**src/rtl/train_detect.sv**
```systemverilog
// Track-sensor front end for the crossing semaphore: synchronises and debounces the
// entry/exit sensors, counts trains in the section and drives `train`.
// Optional interrupt support is built when TRAIN_DETECT_IRQ_EN is defined.
module train_detect #(
    parameter int DW = 8,
    parameter int HW = 16,
    parameter int CW = 4
) (
    input  logic        clk,
    input  logic        clrn,
    input  logic        ctl_wr,
    input  logic        ctl_rd,
    input  logic [1:0]  ctl_addr,
    input  logic [31:0] ctl_wrdata,
    output logic [31:0] ctl_rddata,
    input  logic        sens_in,
    input  logic        sens_out,
`ifdef TRAIN_DETECT_IRQ_EN
    output logic        irq,
`endif
    output logic        train
);

    typedef enum logic [1:0] {
        ST_IDLE = 2'b00,
        ST_OCC  = 2'b01,
        ST_HOLD = 2'b10
    } state_t;

    localparam logic [CW-1:0] CNT_MAX = {CW{1'b1}};

    logic          en_r;
    logic [DW-1:0] deb_len_r;
    logic [HW-1:0] hold_len_r;
    logic [CW-1:0] cnt_r;
    logic          err_r;
    logic [HW-1:0] timer_r;
    state_t        state_r;
    state_t        state_nxt_s;

    logic [1:0]    sens_s;
    logic [1:0]    sync1_r;
    logic [1:0]    sync2_r;
    logic [1:0]    deb_r;
    logic [1:0]    deb_q_r;
    logic [DW-1:0] dc_r [2];
    logic [1:0]    ev_s;
    logic          ev_in_s;
    logic          ev_out_s;

    logic          wr0_s;
    logic          wr1_s;
    logic          wr2_s;
    logic          clr_s;
    logic          ctl_unused_s;

    assign sens_s       = {sens_out, sens_in};
    assign ev_s         = deb_r & ~deb_q_r;
    assign ev_in_s      = ev_s[0];
    assign ev_out_s     = ev_s[1];
    assign wr0_s        = ctl_wr && (ctl_addr == 2'd0);
    assign wr1_s        = ctl_wr && (ctl_addr == 2'd1);
    assign wr2_s        = ctl_wr && (ctl_addr == 2'd2);
    assign clr_s        = wr0_s && ctl_wrdata[1];
    assign ctl_unused_s = ^{ctl_rd, ctl_wrdata};

    // Configuration registers
    always_ff @(posedge clk or negedge clrn) begin
        if (!clrn) begin
            en_r       <= 1'b0;
            deb_len_r  <= {DW{1'b0}};
            hold_len_r <= {HW{1'b0}};
        end else begin
            if (wr0_s) en_r       <= ctl_wrdata[0];
            if (wr1_s) deb_len_r  <= ctl_wrdata[DW-1:0];
            if (wr2_s) hold_len_r <= ctl_wrdata[HW-1:0];
        end
    end

    // Two-flop synchronisers and per-sensor debouncers (run regardless of en)
    always_ff @(posedge clk or negedge clrn) begin
        if (!clrn) begin
            sync1_r <= 2'b00;
            sync2_r <= 2'b00;
            deb_r   <= 2'b00;
            deb_q_r <= 2'b00;
            for (int i = 0; i < 2; i++) dc_r[i] <= {DW{1'b0}};
        end else begin
            sync1_r <= sens_s;
            sync2_r <= sync1_r;
            deb_q_r <= deb_r;
            for (int i = 0; i < 2; i++) begin
                if (sync2_r[i] == deb_r[i]) begin
                    dc_r[i] <= {DW{1'b0}};
                end else if (dc_r[i] == deb_len_r) begin
                    deb_r[i] <= sync2_r[i];
                    dc_r[i]  <= {DW{1'b0}};
                end else begin
                    dc_r[i] <= dc_r[i] + DW'(1);
                end
            end
        end
    end

    // Occupancy counter and sticky error flag
    always_ff @(posedge clk or negedge clrn) begin
        if (!clrn) begin
            cnt_r <= {CW{1'b0}};
            err_r <= 1'b0;
        end else if (clr_s) begin
            cnt_r <= {CW{1'b0}};
            err_r <= 1'b0;
        end else if (!en_r) begin
            cnt_r <= {CW{1'b0}};
        end else begin
            case ({ev_in_s, ev_out_s})
                2'b10: begin
                    if (cnt_r == CNT_MAX) err_r <= 1'b1;
                    else                  cnt_r <= cnt_r + CW'(1);
                end
                2'b01: begin
                    if (cnt_r == CW'(0)) err_r <= 1'b1;
                    else                 cnt_r <= cnt_r - CW'(1);
                end
                default: cnt_r <= cnt_r;
            endcase
        end
    end

    // FSM state register
    always_ff @(posedge clk or negedge clrn) begin
        if (!clrn) state_r <= ST_IDLE;
        else       state_r <= state_nxt_s;
    end

    // FSM next-state logic
    always_comb begin
        state_nxt_s = state_r;
        if (!en_r) begin
            state_nxt_s = ST_IDLE;
        end else begin
            case (state_r)
                ST_IDLE: begin
                    if (ev_in_s) state_nxt_s = ST_OCC;
                    else         state_nxt_s = ST_IDLE;
                end
                ST_OCC: begin
                    if ((cnt_r == CW'(0)) && !ev_in_s) state_nxt_s = ST_HOLD;
                    else                               state_nxt_s = ST_OCC;
                end
                ST_HOLD: begin
                    if (ev_in_s)                 state_nxt_s = ST_OCC;
                    else if (timer_r == HW'(0))  state_nxt_s = ST_IDLE;
                    else                         state_nxt_s = ST_HOLD;
                end
                default: state_nxt_s = ST_IDLE;
            endcase
        end
    end

    // Hold-off timer: loaded on entry to HOLD, so hold_len edits affect the next hold only
    always_ff @(posedge clk or negedge clrn) begin
        if (!clrn) begin
            timer_r <= {HW{1'b0}};
        end else if (!en_r) begin
            timer_r <= {HW{1'b0}};
        end else if ((state_r == ST_OCC) && (state_nxt_s == ST_HOLD)) begin
            timer_r <= hold_len_r;
        end else if ((state_r == ST_HOLD) && !ev_in_s && (timer_r != HW'(0))) begin
            timer_r <= timer_r - HW'(1);
        end else begin
            timer_r <= timer_r;
        end
    end

    // FSM outputs, decoded from the state register only
    always_comb begin
        train = (state_r != ST_IDLE);
    end

`ifdef TRAIN_DETECT_IRQ_EN
    logic irq_pend_r;

    // Interrupt pending flag; a new set wins over a clear in the same cycle
    always_ff @(posedge clk or negedge clrn) begin
        if (!clrn) begin
            irq_pend_r <= 1'b0;
        end else if ((state_r == ST_IDLE) && (state_nxt_s == ST_OCC)) begin
            irq_pend_r <= 1'b1;
        end else if (ctl_wr && (ctl_addr == 2'd3) && ctl_wrdata[4]) begin
            irq_pend_r <= 1'b0;
        end else begin
            irq_pend_r <= irq_pend_r;
        end
    end

    assign irq = irq_pend_r & en_r;
`endif

    // Combinational register read mux
    always_comb begin
        ctl_rddata = 32'd0;
        case (ctl_addr)
            2'd0: ctl_rddata[0]      = en_r;
            2'd1: ctl_rddata[DW-1:0] = deb_len_r;
            2'd2: ctl_rddata[HW-1:0] = hold_len_r;
            2'd3: begin
                ctl_rddata[0]    = train;
                ctl_rddata[2:1]  = state_r;
                ctl_rddata[3]    = err_r;
                ctl_rddata[15:8] = 8'(cnt_r);
`ifdef TRAIN_DETECT_IRQ_EN
                ctl_rddata[4]    = irq_pend_r;
`endif
            end
            default: ctl_rddata = 32'd0;
        endcase
    end

endmodule

```
**config.mk**
```make
export PLATFORM = sky130hd
export DESIGN_NAME = train_detect
export DESIGN_NICKNAME = d
export VERILOG_FILES = /design/src/rtl/train_detect.sv
export SDC_FILE = /design/constraint.sdc
export NUM_CORES = 1
export LEC_CHECK = 0
export ABC_AREA = 1
export BUFFER_PORTS_ARGS = -buffer_cell sky130_fd_sc_hd__clkbuf_2
export CELL_PAD_IN_SITES_DETAIL_PLACEMENT = 1
export CELL_PAD_IN_SITES_GLOBAL_PLACEMENT = 2
export CORE_MARGIN = 2
export CORE_UTILIZATION = 25
export DETAILED_ROUTE_END_ITERATION = 12
export GPL_TIMING_DRIVEN = 1
export PLACE_DENSITY_LB_ADDON = 0.1
export SYNTH_ARGS = -nofsm -noshare
export SYNTH_HDL_FRONTEND = slang
export SYNTH_SLANG_ARGS = --single-unit
```
**constraint.sdc**
```tcl
create_clock -name clk -period 2.1 [get_ports clk]
set_input_delay 0.42 -clock clk [delete_from_list [all_inputs] [get_ports clk]]
set_output_delay 0.42 -clock clk [all_outputs]
set_load 0.02 [all_outputs]
```
# Yosys cells after proc, flatten, opt, wreduce, memory -nomap -nowiden
# Index checks and enable logic that the tools add are counted.
# Widths: inputs -> output; s select.
dict set report word_totals {
  in_bits 40
  out_inout_bits 33
  reg_bits 72
}
dict set report classes {
  mux 27
  n_bitwise 4
  eq_ne 19
  n_reduce_logical 21
  add_sub_neg 5
}
# operator count
set op_table {}
lappend op_table {{$mux 16} 3}
lappend op_table {{$mux 8} 4}
lappend op_table {{$add 8x1->8 const B} 2}
lappend op_table {{$eq 8x8->1} 2}
lappend op_table {{$logic_not 16->1} 1}
lappend op_table {{$mux 4} 4}
lappend op_table {{$pmux 4 s2} 2}
lappend op_table {{$pmux 8 s2} 1}
lappend op_table {{$reduce_bool 16->1} 1}
lappend op_table {{$sub 16x1->16 const B} 1}
lappend op_table {{$eq 2x2->1 const B} 5}
lappend op_table {{$pmux 3 s3} 1}
lappend op_table {{$logic_and 1x1->1} 8}
lappend op_table {{$mux 2} 4}
lappend op_table {{$ne 4x4->1 const B} 2}
lappend op_table {{$eq 2x1->1 const B} 3}
lappend op_table {{$ne 3x3->1 const B} 2}
lappend op_table {{$pmux 2 s3} 1}
lappend op_table {{$mux 1} 5}
lappend op_table {{$add 4x1->4 const B} 1}
lappend op_table {{$eq 4x4->1 const B} 1}
lappend op_table {{$logic_not 2->1} 2}
lappend op_table {{$logic_not 4->1} 1}
lappend op_table {{$ne 4x1->1 const B} 1}
lappend op_table {{14 further kinds} 18}

# Depth between registers and ports, before layout
# Gate-level depths: netlist of run 1.
dict set report depth {
  word_depth 11
  ltp_mapped 11
  ltp_nobuf 10
}

# Least setup slack after synthesis of run 1
# Ideal clock, no wire load.
dict set report synth_timing {
  path_type {in2out}
  startpoint {in ctl_addr[0]}
  endpoint {out ctl_rddata[10]}
  t_arrival_ps 1476
  cell_stages 5
  path_buffers 1
  path_slack_ps 204
  required_time_ps 1680
  path_cell_list {inv_1 > ha_1 > clkbuf_1 > inv_1 > o22ai_1}
}
dict set report synth_via {
  elab_chain_len 2
  elab_cells_between_ends 3
  cone_classes {eq/ne (2); mux (1)}
}
# element line
set synth_rtl {}
lappend synth_rtl {{start: declaration} 13} ;# input logic [1:0] ctl_addr,
lappend synth_rtl {{$eq 2x2->1} 203} ;# case (ctl_addr)
lappend synth_rtl {{$pmux 8 s2 (*)} 203}
lappend synth_rtl {{end: declaration} 15} ;# output logic [31:0] ctl_rddata,
# Mark *: on every way between the ends. The rest lies on a longest branch, timed or not.

# Worst setup path after layout of run 1
dict set report layout_timing {
  startpoint {reg deb_r[1]}
  endpoint {reg cnt_r[3]}
}
dict set report layout_via {
  elab_chain_len 5
  elab_cells_between_ends 10
  cone_classes {eq/ne (5); mux (3); bitwise (1); reduce/logical (1)}
}
# element line
set layout_rtl {}
lappend layout_rtl {{start: declaration} 44} ;# logic [1:0] deb_r;
lappend layout_rtl {{start signal: indexed assignment} 96} ;# deb_r[i] <= sync2_r[i];
lappend layout_rtl {{$and 2x2->2 (*)} 58} ;# assign ev_s = deb_r & ~deb_q_r;
lappend layout_rtl {{$eq 2x1->1 or $eq 2x2->1 (tied branches)} 116} ;# case ({ev_in_s, ev_out_s})
lappend layout_rtl {{$pmux 4 s2} 116}
lappend layout_rtl {{$mux 4} 113} ;# end else if (!en_r) begin
lappend layout_rtl {{$mux 4} 110} ;# end else if (clr_s) begin
lappend layout_rtl {{end signal: assignment} 111} ;# cnt_r <= {CW{1'b0}};
lappend layout_rtl {{end signal: assignment} 114} ;# cnt_r <= {CW{1'b0}};
lappend layout_rtl {{end signal: assignment} 119} ;# else cnt_r <= cnt_r + CW'(1);
lappend layout_rtl {{end: declaration} 35} ;# logic [CW-1:0] cnt_r;
# Marked as above.
# A chain may end at the register's enable or synchronous reset.

==> flow_summary_export.csv, run 1 <==
group,metric,value,unit
critical_path,crit_path_start_kind,"flop",
route,routed_wl,12.2,mm
timing,fin_skew,0.00663,ns
cts,clock_sinks,72,
critical_path,cp_slowest_cell,"dfrtp_1",
synthesis,ys_types,29,
synthesis,ys_ff_latch,72,
route,firstDrtPassIters,4,
route,viasPerCell,4.32,
timing,rsz0062_at_grt,"false",
timing,fin_crit_sh,92.2,%
synthesis,synth_area,0.00419,mm2
cts,cts_tree,"done",
timing,maxSlewHeadroom,63.7,%
timing,tns,0,ns
grt,antenna_found_initial,0,
route,drtIter0Drc,110,
critical_path,cp_max_fo,6,
min_path,hp-class,"in -> async",
die,coreArea,0.0165,mm2
cts,path_clk_slew,0.06,ns
route,routed-via-count,3592,
critical_path,cp_top_family,"adder cells",
critical_path,worst-endpoint-arrival,2.16,ns
timing,setup_viol,0,
grt,gr-total-overflow,0,
cts,cts.path.max_buffers,2,
grt,grt_pass1_wl,20.3,mm
final_layout,final.fill_count,2054,
cts,clock_latency,0.34,ns
critical_path,r2r_slack,0.16,ns
timing,slew_violations,0,
final_layout,diodes,0,
pwr,irDropWorstVdd,0.408,mV
placement,gp_congestion,0.762,
critical_path,timing.critical_path.mode_cell,"nand2_1",
synthesis,avgSynthCellArea,7.57,um2
critical_path,worstSetupPathType,"reg -> reg",
cts,htreeDepth,3,
final_layout,final_core_util,30.1,%
cts,hold_buffers,0,
critical_path,slowest_delay,0.38,ns
critical_path,cp-end-kind,"flop",
timing,hold_violations,0,
die,start_util,25.5,%
timing,worst_hold_slack,0.0482,ns
grt,grt_use_total,14.6,%
die,ioPinCount,73,
grt,grt_pass1_vias,3822,
timing,max_freq,0.516,GHz
route,wl_per_cell,14.6,um
die,die_area,0.0178,mm2
critical_path,critPathBufInv,1,
pwr,p_per_area,1040,mW/mm2
die,placement_rows,47,
final_layout,final_layout_size_suffix_gt1_share,12.6,%
timing,finalCriticalPeriod,1.94,ns
placement,dp_hpwl,9.39,mm
run,maxCapViolations,0,
synthesis,ys_seq_area_share,43.0,%
die,die_h,134,um
critical_path,crit_chain,"inv_1, nor2_1, ha_2, ha_1, a21oi_1, nand2_1, xnor2_1, nand2_1, o21ai_0",
outcome,status,"complete, no violations",
timing,tightest_slew,0.545,ns
grt,grt_max_degree,36,
die,die_w,134,um
cts,numCtsBuffers,9,
critical_path,cp.required,2.32,ns
route,drc,0,
final_layout,final_nets,661,
synthesis,netlist_instances,554,
final_layout,area_growth,18.0,%
placement,portBuffers,39,
cts,cts_root_buf,"clkbuf_16",
route,ant_nets,0,
synthesis,yosysWarnings,0,
pwr,p_leak,2.56,nW
path summary, 6_finish.rpt:
kind                                    end  cells past startpoint        from
worst max-delay path               cnt_r[3]                      9    deb_r[1]
worst min-delay path            timer_r[14]                      1        clrn
worst max register to register     cnt_r[3]                      9    deb_r[1]
worst min register to register   sync2_r[1]                      0  sync1_r[1]
max in group asynchronous       timer_r[12]                      2        clrn
min in group clk                 sync1_r[0]                      1     sens_in
synthesized netlist by cell type:
master    count  share of area (%)
nand2_1     163                 15
dfrtp_1      72                 43
inv_1        68                6.1
nor2_1       63                5.6
o21ai_0      34                4.1
nand3_1      33                3.9
xnor2_1      21                4.4
a21oi_1      19                2.3
buf_4        17                3.0
ha_1         13                3.9
xor2_1       11                2.3
clkbuf_1      6               0.54
nand3b_1      5               0.90
nor3_1        4               0.48
o211ai_1      4               0.72
o22ai_1       4               0.60
buf_6         3               0.81
nand2_2       3               0.45
a41oi_1       1               0.21
conb_1        1              0.089
fa_1          1               0.48
inv_2         1              0.089
nand3_2       1               0.24
nand4_1       1               0.15
nor2_2        1               0.15
nor2_4        1               0.27
nor3_4        1               0.39
o21bai_1      1               0.18
or2_2         1               0.15
power by group:
group          switching, mW  total, mW  leakage [nW]  internal (mW)
Combinational           1.18       1.87          1.51          0.693
Clock                  0.618       1.42         0.126          0.798
Sequential             0.238       1.85         0.926           1.62
Total                   2.03       5.14          2.56           3.11
registers in the layout, summed over array words and instances, names as in the netlist:
register / cells
cnt_r: 4
err_r: 1
dc_r: 16
sync2_r: 2
deb_q_r: 2
deb_len_r: 8
state_r: 2
en_r: 1
deb_r: 2
sync1_r: 2
hold_len_r: 16
timer_r: 16
worst register-to-register path: stages, from the launching register on:
cell and delay (ns):
dfrtp_1 0.38, inv_1 0.08, nor2_1 0.26, ha_2 0.32, ha_1 0.29, a21oi_1 0.15
nand2_1 0.08, xnor2_1 0.12, nand2_1 0.07, o21ai_0 0.07
metrics by stage:
stage                     std cells  area (um2)  worst slack, ns  power (mW)
after floorplan                 569        4250            0.204        3.21
after global placement          815        4670            0.144        3.73
after detailed placement        815        4670            0.119        3.77
after CTS                       831        4940            0.101        5.26
after global routing            832        4950           0.0387        5.60
final                           832        4950            0.164        5.14
cell families (layout without fill, tap and decap cells):
logic type	count (synthesis)	after routing	synth area share (%)
AOI/OAI and AO/OA	63	63	8.02
xor gates and xnor gates	32	32	6.68
adders and majority gates	14	14	4.36
buffers and inverters	95	138	10.6
DFF	72	72	43.0
other	1	16	0.0894
and+or+nand+nor	277	277	27.3
metal layers:
layer  share of wire, %  GRT usage, %  routed length, um  vias to the layer above
met5                  0             0                  0                        -
met4                1.4          4.85                171                        0
met3                3.1          3.04                383                       12
met2                 48          24.4               5840                       57
met1                 47          19.0               5780                     1721
li1                   -             -                  -                     1802
cell type report:
type	instances	area, um2	area share (%)
timing repair buffer	53	340	6.87
sequential	72	1800	36.4
inverter	69	259	5.23
clock buffer	11	233	4.70
tap	220	275	5.56
clock inverter	5	33.8	0.682
multi-input combinational	402	2010	40.6
placed cells by master (no fill, tap or decap), types with 12 or more instances in the layout:
master / n
o21ai_0: 34
buf_4: 12
a21oi_1: 19
xnor2_1: 21
dfrtp_1: 72
nand3_1: 33
conb_1: 16
nand2_1: 163
inv_1: 68
nor2_1: 63
clkbuf_2: 38
ha_1: 12
what timing repair did:
action | CTS | global route
endpoints found under the setup margin | 0 | 1
gates resized for setup | 0 | 1
setup buffers | 0 | 1
(Power assumes the default switching activity.)
==> inputs of run 2 (changes only) <==
CORE_ASPECT_RATIO = 1.2   (was not set)
PLACE_DENSITY = 0.75   (was not set)
PLACE_DENSITY_LB_ADDON = not set   (was 0.1)
==> flow_summary_export.csv, run 2 (synthesis gave the netlist of run 1 again) <==
group,metric,value,unit
timing,slew_violations,0,
critical_path,cp.required,1.68,ns
placement,placed_cell_area,0.00463,mm2
placement,portBuffers,39,
timing,finalCriticalPeriod,1.95,ns
die,die_area,0.0178,mm2
grt,gr-total-overflow,0,
cts,cts.path.max_buffers,2,
critical_path,worst-endpoint-arrival,1.53,ns
final_layout,area_growth,17.4,%
critical_path,cp-end-kind,"output pin",
run,maxCapViolations,0,
critical_path,r2r_slack,0.28,ns
final_layout,final_layout_size_suffix_gt1_share,12.2,%
cts,clock_latency,0.34,ns
critical_path,r2r_start,"deb_r[1]",
timing,max_freq,0.514,GHz
placement,dp.cells,804,
route,firstDrtPassIters,4,
pwr,p_total,5.19,mW
critical_path,crit_chain,"clkbuf_2, inv_1, ha_1, buf_12, inv_1, o22ai_1, clkbuf_2",
grt,grt_pass1_wl,19.0,mm
pwr,p_leak,2.55,nW
pwr,power_frac_seq,35.9,%
final_layout,reg_top3,"dc_r: 16 flops, hold_len_r: 16 flops, timer_r: 16 flops",
cts,cts_root_buf,"clkbuf_16",
pwr,p_per_area,1050,mW/mm2
cts,path_clk_slew,0.06,ns
route,ant_nets,0,
die,start_util,25.7,%
die,die_h,146,um
critical_path,critPathBufInv,5,
placement,gp_congestion,0.777,
die,placement_rows,51,
grt,grt_use_total,13.6,%
cts,hold_buffers,0,
final_layout,fin_cells,819,
critical_path,r2r_cells,9,
final_layout,diodes,0,
pwr,clockPowerShare,29.1,%
grt,grt_max_degree,36,
final_layout,layout_common_cells,"nand2_1 (163), dfrtp_1 (72), inv_1 (68)",
critical_path,r2r_end,"cnt_r[3]",
route,viasPerCell,4.35,
route,routed-via-count,3564,
critical_path,worstSetupPathType,"in -> out",
die,ioPinCount,73,
die,coreArea,0.0163,mm2
grt,antenna_found_initial,0,
cts,cts_tree,"done",
grt,grt_pass1_vias,3869,
critical_path,crit_path_start_kind,"input port",
route,drc,0,
die,die_w,122,um
cts,numCtsBuffers,9,
critical_path,cp_slowest_cell,"ha_1",
pwr,power.switching,1.98,mW
timing,tightest_slew,0.530,ns
final_layout,final_common_cell,"nand2_1",
critical_path,cp_max_fo,13,
timing,setup_viol,0,
pwr,pwr-share-comb,35.1,%
min_path,hp-class,"in -> async",
timing,maxSlewHeadroom,64.7,%
final_layout,final_nets,658,
final_layout,finalInstanceArea,0.00492,mm2
pwr,irDropWorstVdd,0.413,mV
cts,htreeDepth,3,
cts,clock_sinks,72,
timing,hold_violations,0,
timing,rsz0062_at_grt,"false",
timing,tns,0,ns
route,wl_per_cell,13.8,um
pwr,swShare,38.1,%
timing,fin_crit_sh,92.6,%
route,routed_wl,11.3,mm
outcome,status,"complete, no violations",
placement,dp_hpwl,8.73,mm
critical_path,slowest_delay,0.23,ns
route,drtIter0Drc,83,
timing,fin_skew,0.00918,ns
pwr,intPower,3.21,mW
critical_path,cp_top_family,"buffers and inverters",
## run 2: worst reg2reg max path, cell delays in order (launching register included)
cell	delay, ns
dfrtp_1	0.38
inv_1	0.07
nor2_1	0.21
ha_2	0.28
ha_1	0.28
a21oi_1	0.15
nand2_1	0.07
xnor2_1	0.12
nand2_1	0.06
o21ai_0	0.08
## run 2: timing repair
item	CTS	global route
buffers inserted	0	1
endpoints found under the setup margin	0	2
resized for setup	0	1
## run 2: per-layer routing
| metal | up-vias | GRT usage (%) | routed length, um |
|---|---|---|---|
| li1 | 1788 | - | - |
| met1 | 1728 | 15.8 | 4820 |
| met2 | 34 | 24.7 | 6070 |
| met3 | 14 | 2.31 | 233 |
| met4 | 0 | 4.43 | 176 |
| met5 | - | 0 | 0 |
## run 2: cell type report
| type | count | area (um2) |
|---|---|---|
| Sequential cell | 72 | 1800 |
| Inverter | 69 | 259 |
| Tap cell | 212 | 265 |
| Multi-Input combinational cell | 402 | 2010 |
| Fill cell | 2042 | 11400 |
| Clock inverter | 5 | 58.8 |
| Timing Repair Buffer | 50 | 305 |
| Clock buffer | 9 | 225 |
## run 2: worst max path at each step
stage | from | to | slack [ns] | cells after the start
floorplan | ctl_addr[0] | ctl_rddata[10] | 0.20 | 5
global placement | ctl_addr[0] | ctl_rddata[2] | 0.17 | 9
detailed placement | deb_r[0] | cnt_r[2] | 0.13 | 9
CTS | deb_r[0] | cnt_r[2] | 0.12 | 9
global route | ctl_addr[0] | ctl_rddata[2] | 0.04 | 9
finish | ctl_addr[0] | ctl_rddata[8] | 0.15 | 7
## run 2: through the flow
step | utilization, % | hold slack, ns | setup slack (ns)
floorplan | - | 0.124 | 0.204
finish | 30.1 | 0.0542 | 0.154
detailed placement | 28.3 | 0.343 | 0.132
CTS | 30.1 | 0.0649 | 0.120
global placement | 28.3 | 0.332 | 0.174
global route | 30.1 | 0.0820 | 0.0399
## run 2: power groups by stage
stage | Clock, mW | Sequential (mW) | Combinational, mW
2_1_floorplan | 0 | 1.81 | 1.40
3_3_place_gp | 0 | 1.88 | 1.78
3_5_place_dp | 0 | 1.89 | 1.84
4_1_cts | 1.56 | 1.87 | 1.85
5_1_grt | 1.61 | 1.90 | 2.13
6_report | 1.51 | 1.86 | 1.82
==> inputs of run 3 (changes only) <==
RECOVER_POWER = 50   (was not set)
==> flow_summary_export.csv, run 3 (synthesis gave the netlist of run 1 again) <==
group,metric,value,unit
outcome,status,"complete, no violations",
final_layout,reg_top3,"dc_r: 16 flops, hold_len_r: 16 flops, timer_r: 16 flops",
route,routed-via-count,3566,
critical_path,cp_slowest_cell,"ha_1",
pwr,irDropWorstVdd,0.413,mV
grt,gr-total-overflow,0,
die,start_util,25.7,%
pwr,intPower,3.21,mW
timing,maxSlewHeadroom,34.3,%
placement,portBuffers,39,
final_layout,final_nets,658,
cts,cts.path.max_buffers,2,
placement,gp_congestion,0.777,
route,viasPerCell,4.35,
critical_path,critPathBufInv,5,
cts,htreeDepth,3,
timing,worst_hold_slack,0.189,ns
route,drtIter0Drc,83,
cts,cts_tree,"done",
final_layout,diodes,0,
die,ioPinCount,73,
cts,clock_sinks,72,
critical_path,cp.required,1.68,ns
critical_path,cp_top_family,"buffers and inverters",
route,drc,0,
final_layout,final_common_cell,"nand2_1",
pwr,swShare,38.1,%
timing,tns,0,ns
min_path,hp-class,"in -> reg",
die,placement_rows,51,
cts,path_clk_slew,0.06,ns
pwr,power.switching,1.98,mW
grt,grt_pass1_vias,3869,
grt,antenna_found_initial,0,
cts,hold_buffers,0,
die,coreArea,0.0163,mm2
die,die_h,146,um
timing,setup_viol,0,
critical_path,worstSetupPathType,"in -> out",
timing,hold_violations,0,
pwr,power_frac_seq,35.9,%
die,die_w,122,um
critical_path,cp_max_fo,13,
pwr,clockPowerShare,29.1,%
placement,dp_hpwl,8.73,mm
route,routed_wl,11.3,mm
grt,grt_use_total,13.6,%
critical_path,slowest_delay,0.23,ns
timing,rsz0062_at_grt,"false",
timing,fin_skew,0.00896,ns
timing,fin_crit_sh,92.6,%
cts,numCtsBuffers,9,
timing,finalCriticalPeriod,1.95,ns
grt,grt_max_degree,36,
run,maxCapViolations,0,
timing,tightest_slew,0.985,ns
cts,cts_root_buf,"clkbuf_16",
route,firstDrtPassIters,4,
critical_path,worst-endpoint-arrival,1.53,ns
final_layout,layout_common_cells,"nand2_1 (163), dfrtp_1 (72), inv_1 (68)",
route,wl_per_cell,13.8,um
placement,dp_slack,0.132,ns
timing,slew_violations,0,
cts,clock_latency,0.34,ns
die,die_area,0.0178,mm2
route,ant_nets,0,
pwr,pwr-share-comb,35.0,%
pwr,p_leak,2.54,nW
timing,fin_ws,0.155,ns
timing,max_freq,0.514,GHz
final_layout,area_growth,16.9,%
critical_path,crit_chain,"clkbuf_2, inv_1, ha_1, buf_12, inv_1, o22ai_1, clkbuf_2",
critical_path,cp-end-kind,"output pin",
pwr,p_per_area,1060,mW/mm2
critical_path,crit_path_start_kind,"input port",
final_layout,final_layout_size_suffix_gt1_share,12.0,%
grt,grt_pass1_wl,19.0,mm
-- run 3: cell type report --
class                   instances  area [um2]
fillers                      2043       11400
multi-input cells             402        2010
flip-flops and latches         72        1800
repair buffers                 50         284
well taps                     212         265
inverters                      69         259
clock buffers                   9         225
clock inverters                 5        58.8
-- run 3: worst paths after layout --
path	start	to	slack (ns)	depth (start not counted)
worst max-delay path	ctl_addr[0]	ctl_rddata[8]	0.15	7
worst min-delay path	sens_in	sync1_r[0]	0.19	1
worst max register to register	deb_r[1]	cnt_r[3]	0.28	9
worst min register to register	sync1_r[0]	sync2_r[0]	0.36	0
max in group asynchronous	clrn	sync2_r[0]	0.60	2
min in group asynchronous	clrn	hold_len_r[13]	0.23	1
-- run 3: metrics by stage --
| stage | cells | util, % | cell area (um2) | power, mW |
|---|---|---|---|---|
| 2_1_floorplan | 569 | - | 4250 | 3.21 |
| 3_3_place_gp | 804 | 28.3 | 4630 | 3.66 |
| 3_5_place_dp | 804 | 28.3 | 4630 | 3.73 |
| 4_1_cts | 818 | 30.1 | 4910 | 5.28 |
| 5_1_grt | 819 | 30.0 | 4900 | 5.64 |
| 6_report | 819 | 30.0 | 4900 | 5.18 |
-- run 3: worst register-to-register path, delay by kind of cell (launching register included) --
family	cells	cell delay (ns)
buffers and inverters	1	0.07
adder cells (fa/ha/maj)	2	0.56
XOR/XNOR	1	0.12
flip-flops	1	0.38
AND/OR/NAND/NOR	3	0.34
AO/OA/AOI/OAI	2	0.23
-- run 3: per-layer routing --
metal  track usage [%]  up-vias  part of all wire [%]
li1                  -     1788                     -
met1              15.8     1730                    43
met2              24.7       34                    54
met3              2.31       14                   2.1
met4              4.43        0                   1.6
met5                 0        -                     0
-- run 3: repair_timing --
action	4_1_cts	5_1_grt
endpoints found under the setup margin	0	2
endpoints found under the hold margin	0	0
gates resized for setup	0	1
buffers inserted	0	1
-- run 3: power groups by stage --
| stage | sequential [mW] | clock [mW] | combinational [mW] |
|---|---|---|---|
| final | 1.86 | 1.51 | 1.81 |
| after global routing | 1.90 | 1.61 | 2.13 |
| after CTS | 1.87 | 1.56 | 1.85 |
| after detailed placement | 1.89 | 0 | 1.84 |
| after global placement | 1.88 | 0 | 1.78 |
| after floorplan | 1.81 | 0 | 1.40 |
